## config.mk

```make
export PLATFORM = sky130hd
export DESIGN_NAME = serial_sender
export DESIGN_NICKNAME = d
export VERILOG_FILES = /design/src/rtl/serial_sender.sv
export SDC_FILE = /design/constraint.sdc
export NUM_CORES = 1
export LEC_CHECK = 0
export CELL_PAD_IN_SITES_DETAIL_PLACEMENT = 1
export CELL_PAD_IN_SITES_GLOBAL_PLACEMENT = 1
export CORE_ASPECT_RATIO = 0.75
export CORE_MARGIN = 8
export CORE_UTILIZATION = 35
export CTS_BUF_LIST = sky130_fd_sc_hd__clkbuf_16
export CTS_CLUSTER_DIAMETER = 40
export DETAILED_ROUTE_END_ITERATION = 12
export DONT_BUFFER_PORTS = 1
export PLACE_DENSITY_LB_ADDON = 0.05
export SLEW_MARGIN = 20
export SYNTH_ARGS = -nofsm -noshare
export SYNTH_HDL_FRONTEND = slang
export SYNTH_SLANG_ARGS = --single-unit
```

## constraint.sdc

```tcl
create_clock -name sample_clk -period 3.77 [get_ports sample_clk]
set_clock_uncertainty 0.1 [all_clocks]
set_input_delay 0.5655 -clock sample_clk [delete_from_list [all_inputs] [get_ports sample_clk]]
set_output_delay 0.5655 -clock sample_clk [all_outputs]
set_load 0.01 [all_outputs]
```

## src/rtl/serial_sender.sv

```systemverilog
// UART-style serial transmitter: start bit, 8 data bits LSB first, optional parity, 1-2 stop bits.
// A one-byte holding register allows back-to-back frames with no idle gap on the line.
module serial_sender #(
  parameter int SAMPLE_RATIO = 16,
  parameter int PARITY       = 0,
  parameter int STOP_BITS    = 1
) (
  input  logic       sample_clk,
  input  logic       reset,
  input  logic [7:0] din,
  input  logic       send,
  output logic       ready,
  output logic       busy,
  output logic       dout
);

  localparam int CW = (SAMPLE_RATIO > 1) ? $clog2(SAMPLE_RATIO) : 1;
  localparam logic [CW-1:0] CNT_LAST  = CW'(SAMPLE_RATIO - 1);
  localparam logic [2:0]    LAST_STOP = 3'(STOP_BITS - 1);
  localparam logic          ODD_PAR   = (PARITY == 1);

  localparam logic [2:0] S_IDLE   = 3'd0;
  localparam logic [2:0] S_START  = 3'd1;
  localparam logic [2:0] S_DATA   = 3'd2;
  localparam logic [2:0] S_PARITY = 3'd3;
  localparam logic [2:0] S_STOP   = 3'd4;

  logic [2:0]    state_q, state_d;
  logic [CW-1:0] cnt_q, cnt_d;
  logic [2:0]    idx_q, idx_d;
  logic [7:0]    shift_q, shift_d;
  logic          par_q, par_d;
  logic [7:0]    hold_q, hold_d;
  logic          ready_q, ready_d;
  logic          busy_q, busy_d;
  logic          dout_q, dout_d;
  logic          bitEnd;
  logic          load;

  assign bitEnd = (cnt_q == CNT_LAST);

  // Next-state logic; idx counts data bits in DATA and stop bits in STOP.
  always_comb begin
    state_d = state_q;
    cnt_d   = bitEnd ? '0 : cnt_q + 1'b1;
    idx_d   = idx_q;
    shift_d = shift_q;
    par_d   = par_q;
    hold_d  = hold_q;
    ready_d = ready_q;
    busy_d  = busy_q;
    dout_d  = dout_q;
    load    = 1'b0;

    if (send && ready_q) begin
      hold_d  = din;
      ready_d = 1'b0;
    end

    case (state_q)
      S_IDLE: begin
        cnt_d  = '0;
        dout_d = 1'b1;
        busy_d = 1'b0;
        if (!ready_q) load = 1'b1;
      end
      S_START: begin
        if (bitEnd) begin
          state_d = S_DATA;
          idx_d   = 3'd0;
          dout_d  = shift_q[0];
        end
      end
      S_DATA: begin
        if (bitEnd) begin
          if (idx_q == 3'd7) begin
            idx_d = 3'd0;
            if (PARITY != 0) begin
              state_d = S_PARITY;
              dout_d  = par_q;
            end else begin
              state_d = S_STOP;
              dout_d  = 1'b1;
            end
          end else begin
            shift_d = shift_q >> 1;
            dout_d  = shift_q[1];
            idx_d   = idx_q + 3'd1;
          end
        end
      end
      S_PARITY: begin
        if (bitEnd) begin
          state_d = S_STOP;
          idx_d   = 3'd0;
          dout_d  = 1'b1;
        end
      end
      S_STOP: begin
        if (bitEnd) begin
          if (idx_q == LAST_STOP) begin
            if (!ready_q) begin
              load = 1'b1;
            end else begin
              state_d = S_IDLE;
              busy_d  = 1'b0;
              dout_d  = 1'b1;
            end
          end else begin
            idx_d = idx_q + 3'd1;
          end
        end
      end
      default: begin
        state_d = S_IDLE;
        cnt_d   = '0;
        busy_d  = 1'b0;
        dout_d  = 1'b1;
      end
    endcase

    // Parity is taken from the held byte at load time, not from the shifting copy.
    if (load) begin
      state_d = S_START;
      cnt_d   = '0;
      idx_d   = 3'd0;
      shift_d = hold_q;
      par_d   = (^hold_q) ^ ODD_PAR;
      ready_d = 1'b1;
      busy_d  = 1'b1;
      dout_d  = 1'b0;
    end
  end

  always_ff @(posedge sample_clk) begin
    if (reset) begin
      state_q <= S_IDLE;
      cnt_q   <= '0;
      idx_q   <= 3'd0;
      shift_q <= 8'h00;
      par_q   <= 1'b0;
      hold_q  <= 8'h00;
      ready_q <= 1'b1;
      busy_q  <= 1'b0;
      dout_q  <= 1'b1;
    end else begin
      state_q <= state_d;
      cnt_q   <= cnt_d;
      idx_q   <= idx_d;
      shift_q <= shift_d;
      par_q   <= par_d;
      hold_q  <= hold_d;
      ready_q <= ready_d;
      busy_q  <= busy_d;
      dout_q  <= dout_d;
    end
  end

  assign ready = ready_q;
  assign busy  = busy_q;
  assign dout  = dout_q;

endmodule

```

* Word level (Yosys, flattened, before mapping) *
Cells that the tools add are included.

storage, ports and cells
  register bits after elaboration = 29
  bits of input ports = 11
  output and inout bits = 3
  logic and storage cells = 92

operators by class
  add/sub/neg operators = 2
  equal/unequal tests = 25
  multiplexer cells = 37
  bitwise logic cells = 2
  reductions and logical operators = 17

operators with widths
  kind                                                   count
  two-way mux 3 bit                                      12
  two-way mux 8 bit                                      4
  inequality test 3 bit, second input constant           7
  inequality test 2 bit, second input constant           10
  two-way mux 1 bit                                      16
  AND reduction 8 bit                                    2
  one-hot mux 3 bit (5 select lines)                     1
  one-hot mux 3 bit (3 select lines)                     1
  OR reduction 4 bit                                     2
  == test 3 x 2 -> 1 bit, second input constant          2
  == test 3 bit, second input constant                   2
  zero test 3 bit                                        2
  AND reduction 6 bit                                    1
  AND reduction 5 bit                                    1
  adder 4 x 1 -> 4 bit, second input constant            1
  == test 4 bit, second input constant                   1
  inequality test 2 x 1 -> 1 bit, second input constant  2
  one-hot mux 1 bit (2 select lines)                     2
  one-hot mux 1 bit (4 select lines)                     1
  AND reduction 4 bit                                    1
  nonzero test 2 bit                                     2
  OR reduction 2 bit                                     2
  adder 3 x 1 -> 3 bit, second input constant            1
  == test 3 x 1 -> 1 bit, second input constant          1
  other kinds (5)                                        6

* Depth between registers and ports, before layout *
Gate-level depths: netlist (run 1).

  word-level depth = 6
  depth in mapped cells = 7
  mapped depth without buffers = 6

* Worst setup path after synthesis (run 1) *
Ideal clock, no wire load.

  kind = register -> register
  start = reg idx_q[0]
  end = reg idx_q[2]
  library setup time = 68 ps
  data arrival time = 1720 ps
  required time = 3602 ps
  path slack = 1882 ps
  cell stages (with the launch flop) = 7
  buffers on the path = 0
  clock period less this slack = 1888 ps
  cells stage by stage = dfxtp_1 > inv_1 > ha_1 > nor2b_1 > or4b_4 > a221o_1 > a21oi_2

between the ends
  cells in the longest elaborated chain, start to end = 5
  elaborated cells between the ends (all ways) = 14
  classes of those cells = add/sub (1); eq/ne (2); mux (8); reduce/logical (3)

RTL lines
  item                                                                          RTL line  source
  start: declaration                                                            30        logic [2:0] idx_q, idx_d;
  start signal: assignment                                                      149       idx_q <= idx_d;
  parallel branches: the longest is 5 deep, another holds adder 3 x 1 -> 3 bit  n/a

Parallel ways; which one is timed is not known. The select of a mux whose other input is x is not followed.
A chain may end at the register's enable or synchronous reset.

* Worst setup path after layout (run 1) *
Ends and elaborated chain as after synthesis.

==> impl_metrics.toml, run 1 <==
[yosys]
synth.top_cell.area_share_pct = 42.2
yosysMostFrequentCell = "dfxtp_1"
synth_common_cells = "29 x dfxtp_1, 28 x nand2_1, 19 x nand3_1, 17 x a21oi_1, 9 x nor2_1"
synthCells = 166
ys.flop_type = "dfxtp_1"
synth_nets = 181
ys_warn_count = 0
syn_area_per_cell_um2 = 8.28
synth_cell_types = 38
ys_seq_area_share_pct = 42.2
synthArstFlopShare_pct = 0
synth_top_cell_by_area = "dfxtp_1"
synthTopCellsByArea = "dfxtp_1 42%, nand2_1 7.6%, nand3_1 6.9%, a21oi_1 6.2%, ha_1 3.6%"
syn-cell-area_um2 = 1380
ys_seq_elements = 29
synth_edf_count = 0

[setup_path]
worstReg2RegStart = "idx_q[0]$_SDFFE_PP0P_"
path_delay_family = "simple AND/OR/NAND/NOR gates"
path_cells = "inv_1, ha_1, nor2b_1, or4b_4, a221o_1, a21oi_2"
critPathKind = "reg2reg"
arrival_ns = 2.14
worstSetupEndpointType = "register"
path_max_fanout = 4
slowest_stage = "or4b_4"
start_kind = "register"
worstPathRequired_ns = 3.88
crit_buf_inv = 1
critPathMaxStageDelay_ns = 0.58
setup.worst_path.start = "idx_q[0]$_SDFFE_PP0P_"

[clocking]
clockBufferDepth = 2
clkTransAtPathRegs_ns = 0.05
clk_latency_ns = 0.28
cts_setup_buffers = 0
post_cts_resized = 0
h-tree-depth = 2
hold_buffers = 0
root_buffer = "clkbuf_16"
cts.sinks = 29
cts_tree = "built"
cts_inserted_buffers = 5

[floorplanning]
die_y_um = 70.3
initial_core_util_pct = 37.1
die-width_um = 88.4
core_area_um2 = 3710
ios = 14
num_rows = 19
fp.dieArea_um2 = 6210

[routing]
wire_per_inst_um = 16.0
viasPerCell = 5.43
post-route-drc-count = 0
dr.pass1.iters = 4
drt_iter0_markers = 92
vias = 1178
drt-total-wl_mm = 3.48
detail-route-antenna-nets = 0

[power_and_ir_drop]
p_sw_mw = 0.177
powerDensity_nw_per_um2 = 530
internal_power_mw = 0.649
comb_power_share_pct = 5.8
p_seq_share_pct = 41.2
peakVddDrop_mv = 0.250
power.leakage_nw = 0.543
clkPwrFrac_pct = 53.0
p_sw_share_pct = 21.4

[finish]
final_cells = 217
fin_nets = 179
antenna_cells = 0
area_growth_pct = 13.4
postLayoutCoreUtil_pct = 42.0
drive_gt1_share_pct = 9.09

[placed_design]
io_buffers = 0
dpl.hpwl_mm = 2.54
dp.cells = 209
gp_congestion = 0.765

[sta]
fmax_mhz = 493
finalHoldViolations = 0
setup_tns_ns = 0
tightest_slew_ns = 0.566
setup_viol = 0
rsz0062_at_grt = "false"
max-slew-margin-rel_pct = 62.2
maxSlewViolCount = 0
holdWs_ns = 0.260
period_needed_ns = 2.03
period_share_pct = 53.8

[global_routing]
grt_pass1_wl_mm = 5.92
gr-usage-all-layers_pct = 12.5
antenna_found_initial = 0
grt_pass1_vias = 1181
grt_max_degree = 22
gr-total-overflow = 0

[status]
status = "finished clean"

[worst_hold_path]
hp-class = "in2reg"
hold_start = "reset"

[run]
cap_violations = 0
## power by group through the flow
| stage | clock network, mW | registers (mW) | logic (mW) |
|---|---|---|---|
| after floorplan | 0 | 0.336 | 0.0488 |
| after global placement | 0 | 0.345 | 0.0461 |
| after detailed placement | 0 | 0.346 | 0.0480 |
| after CTS | 0.454 | 0.340 | 0.0482 |
| after global routing | 0.465 | 0.342 | 0.0547 |
| final | 0.438 | 0.340 | 0.0480 |
## state kept, by name, summed over array words and instances, names as in the netlist
name and flops:
busy 1, cnt_q 4, dout 1, hold_q 8
idx_q 3, ready 1, shift_q 8, state_q 3
## routing by layer
layer	up-vias	wire, um	global-route usage, %
li1	584	-	-
met1	564	1900	18.3
met2	23	1290	14.3
met4	0	70	6.73
met5	-	0	0
met3	7	226	4.91
## cell usage in the layout (no fill, tap or decap), types with 2 or more instances in the layout
cell and n:
xnor2_1 2, a21o_1 2, or3_1 2, dfxtp_1 29, a311oi_1 5, nand3_1 19, nand2_1 28, o2111ai_1 2
a31oi_1 3, nor4_1 2, inv_1 7, nor2_1 9, clkbuf_16 5, nor3_1 2, or4b_4 2, o21ai_0 4
ha_1 4, nor2b_1 2, a21oi_1 17
## through the flow
| step | instance area [um^2] | total power, mW | worst slack [ns] |
|---|---|---|---|
| 4_1_cts | 1560 | 0.842 | 1.75 |
| 3_3_place_gp | 1400 | 0.392 | 1.76 |
| 5_1_grt | 1560 | 0.861 | 1.56 |
| 2_1_floorplan | 1380 | 0.385 | 1.88 |
| 6_report | 1560 | 0.826 | 1.74 |
| 3_5_place_dp | 1400 | 0.394 | 1.76 |
## cell type report
| class | count | area, um^2 |
|---|---|---|
| clock buffers | 5 | 125 |
| clock inverters | 3 | 37.5 |
| fillers | 454 | 2150 |
| inverters | 6 | 22.5 |
| multi-input cells | 121 | 721 |
| flip-flops and latches | 29 | 581 |
| well taps | 52 | 65.1 |
| repair buffers | 1 | 7.51 |
## worst paths after layout
check | end | slack [ns] | depth (start not counted)
hold reg to reg | hold_q[3]$_SDFFE_PP0P_ | 0.35 | 2
hold / removal | shift_q[7]$_SDFFE_PP0P_ | 0.26 | 1
setup reg to reg | idx_q[2]$_SDFFE_PP0P_ | 1.74 | 6
setup / recovery | idx_q[2]$_SDFFE_PP0P_ | 1.74 | 6
## cell families (layout without fill, tap and decap cells)
logic type,count (synthesis),in the layout,share of synthesized area [%]
adder cells (fa/ha/maj),4,4,3.64
flip-flops,29,29,42.2
AND/OR/NAND/NOR,76,76,29.1
XOR/XNOR,3,3,1.91
AO/OA/AOI/OAI,38,38,17.7
buffers and inverters,16,15,5.37
Power figures use the tool's default switching activity.
==> run 2: changes to the inputs <==
Clock period 3.77 ns to 1.65 ns, I/O delays scaled along.
==> run 2 against run 1 <==
  * The run now ends with negative hold slack, negative setup slack left
  * Cell area is 22% higher
  * Non-clock buffer count rose by 27
  * Cell count grew 12%
  * Die area is the same
  * Count of clock-buffer cells in the layout unchanged
  * First-iteration DRC count is 2.2% lower
  * Wire length is 14% higher
  * Hold slack worse by 0.32 ns
  * Clock power grew 95%
  * Total power up 120%
  * Fmax is 15% higher
  * Utilization grew 9.2 points
  * Critical endpoint unchanged
  * Largest cell class unchanged
  * Largest power group unchanged
==> impl_metrics.toml, run 2 (synthesized netlist as in run 1, its figures left out) <==
[floorplanning]
die-width_um = 88.4
ios = 14
core_area_um2 = 3710
num_rows = 19
fp.dieArea_um2 = 6210
initial_core_util_pct = 37.1
die_y_um = 70.3

[global_routing]
gr-total-overflow = 0
gr-usage-all-layers_pct = 14.0
grt_pass1_vias = 1387
antenna_found_initial = 0
grt_pass1_wl_mm = 6.80
grt_max_degree = 22

[sta]
period_share_pct = 107
layout_setup_ws_ns = -0.117
tightest_slew_ns = 0.303
holdWs_ns = -0.0619
finalHoldViolations = 18
maxSlewViolCount = 0
rsz0062_at_grt = "true"
max-slew-margin-rel_pct = 79.6
period_needed_ns = 1.77
fmax_mhz = 566
setup_viol = 12

[power_and_ir_drop]
peakVddDrop_mv = 0.575
power.leakage_nw = 0.690
powerDensity_nw_per_um2 = 948
total_power_mw = 1.80

[clocking]
cts_tree = "built"
cts_inserted_buffers = 5
clockBufferDepth = 2
clk_latency_ns = 0.27
clkTransAtPathRegs_ns = 0.05
root_buffer = "clkbuf_16"
cts.sinks = 29
h-tree-depth = 2

[placed_design]
dpl.hpwl_mm = 2.85
dpl-instance-area_um2 = 1600
io_buffers = 0
dp.cells = 232
gp_congestion = 0.789
preCtsSetupSlack_ns = -0.181

[setup_path]
arrival_ns = 1.87
worstSetupEndpointType = "register"
start_kind = "register"
critPathKind = "reg2reg"
path_max_fanout = 3
worstPathRequired_ns = 1.76

[finish]
antenna_cells = 0
layout_common_cells = "28 x nand2_1, 26 x buf_4, 23 x dfxtp_1, 16 x nand3_1, 15 x a21oi_1"
fin_area_um2 = 1900
final_common_cell = "nand2_1"
reg_top3 = "hold_q: 8 flops, shift_q: 8 flops, cnt_q: 4 flops"
postLayoutCoreUtil_pct = 51.3
fin_nets = 206
final_cells = 244
area_growth_pct = 38.3
drive_gt1_share_pct = 37.0

[worst_hold_path]
hp-class = "in2reg"

[routing]
drt_iter0_markers = 90
post-route-drc-count = 0
wire_per_inst_um = 16.3
viasPerCell = 5.48
vias = 1336
drt-total-wl_mm = 3.98
dr.pass1.iters = 4
detail-route-antenna-nets = 0

[run]
cap_violations = 0

[status]
violations = "negative hold slack, negative setup slack"
status = "complete, but fails checks"
[run 2: layout make-up]
cell class | count | area, um^2
fillers | 444 | 1810
multi-input cells | 121 | 871
flip-flops and latches | 29 | 588
repair buffers | 28 | 218
clock buffers | 5 | 125
well taps | 52 | 65.1
inverters | 6 | 22.5
clock inverters | 3 | 12.5
[run 2: worst max-delay path, stage by stage, from the launching register on]
cell     delay (ns)
dfxtp_2        0.35
inv_2          0.05
ha_4           0.16
nor2b_4        0.12
or4b_4         0.49
a221o_1        0.32
a21oi_2        0.11
[run 2: report_power, final]
part	leakage, nW	switching, mW	internal, mW
combinational	0.382	0.0928	0.0869
sequential	0.239	0.0328	0.737
clock	0.0687	0.309	0.544
[run 2: repair_timing]
action                     CTS  global route
gates resized for setup     20            11
cloned                       1             0
setup endpoints to repair   16            19
buffers inserted             2             1
hold endpoints to repair    18            18
pin swaps                    9             1
[run 2: through the flow]
| stage | TNS (ns) | hold slack [ns] |
|---|---|---|
| after floorplan | -0.543 | 0.295 |
| final | -0.638 | -0.0619 |
| after global placement | -1.00 | 0.220 |
| after detailed placement | -1.60 | 0.222 |
| after CTS | -0.635 | -0.0684 |
| after global routing | -1.43 | -0.0679 |
[run 2: worst paths after layout]
path                          startpoint                 endpoint  slack [ns]  cells after the start
setup / recovery   idx_q[1]$_SDFFE_PP0P_    idx_q[2]$_SDFFE_PP0P_       -0.12                      6
hold / removal                     reset  state_q[0]$_SDFFE_PP0P_       -0.06                      1
setup reg to reg   idx_q[1]$_SDFFE_PP0P_    idx_q[2]$_SDFFE_PP0P_       -0.12                      6
hold reg to reg   hold_q[1]$_SDFFE_PP0P_   hold_q[1]$_SDFFE_PP0P_        0.35                      2
[run 2: metal layers]
metal | GRT usage [%] | wire [um]
met1 | 19.5 | 2050
met2 | 19.0 | 1650
met3 | 5.37 | 247
met4 | 3.93 | 42
met5 | 0 | 0
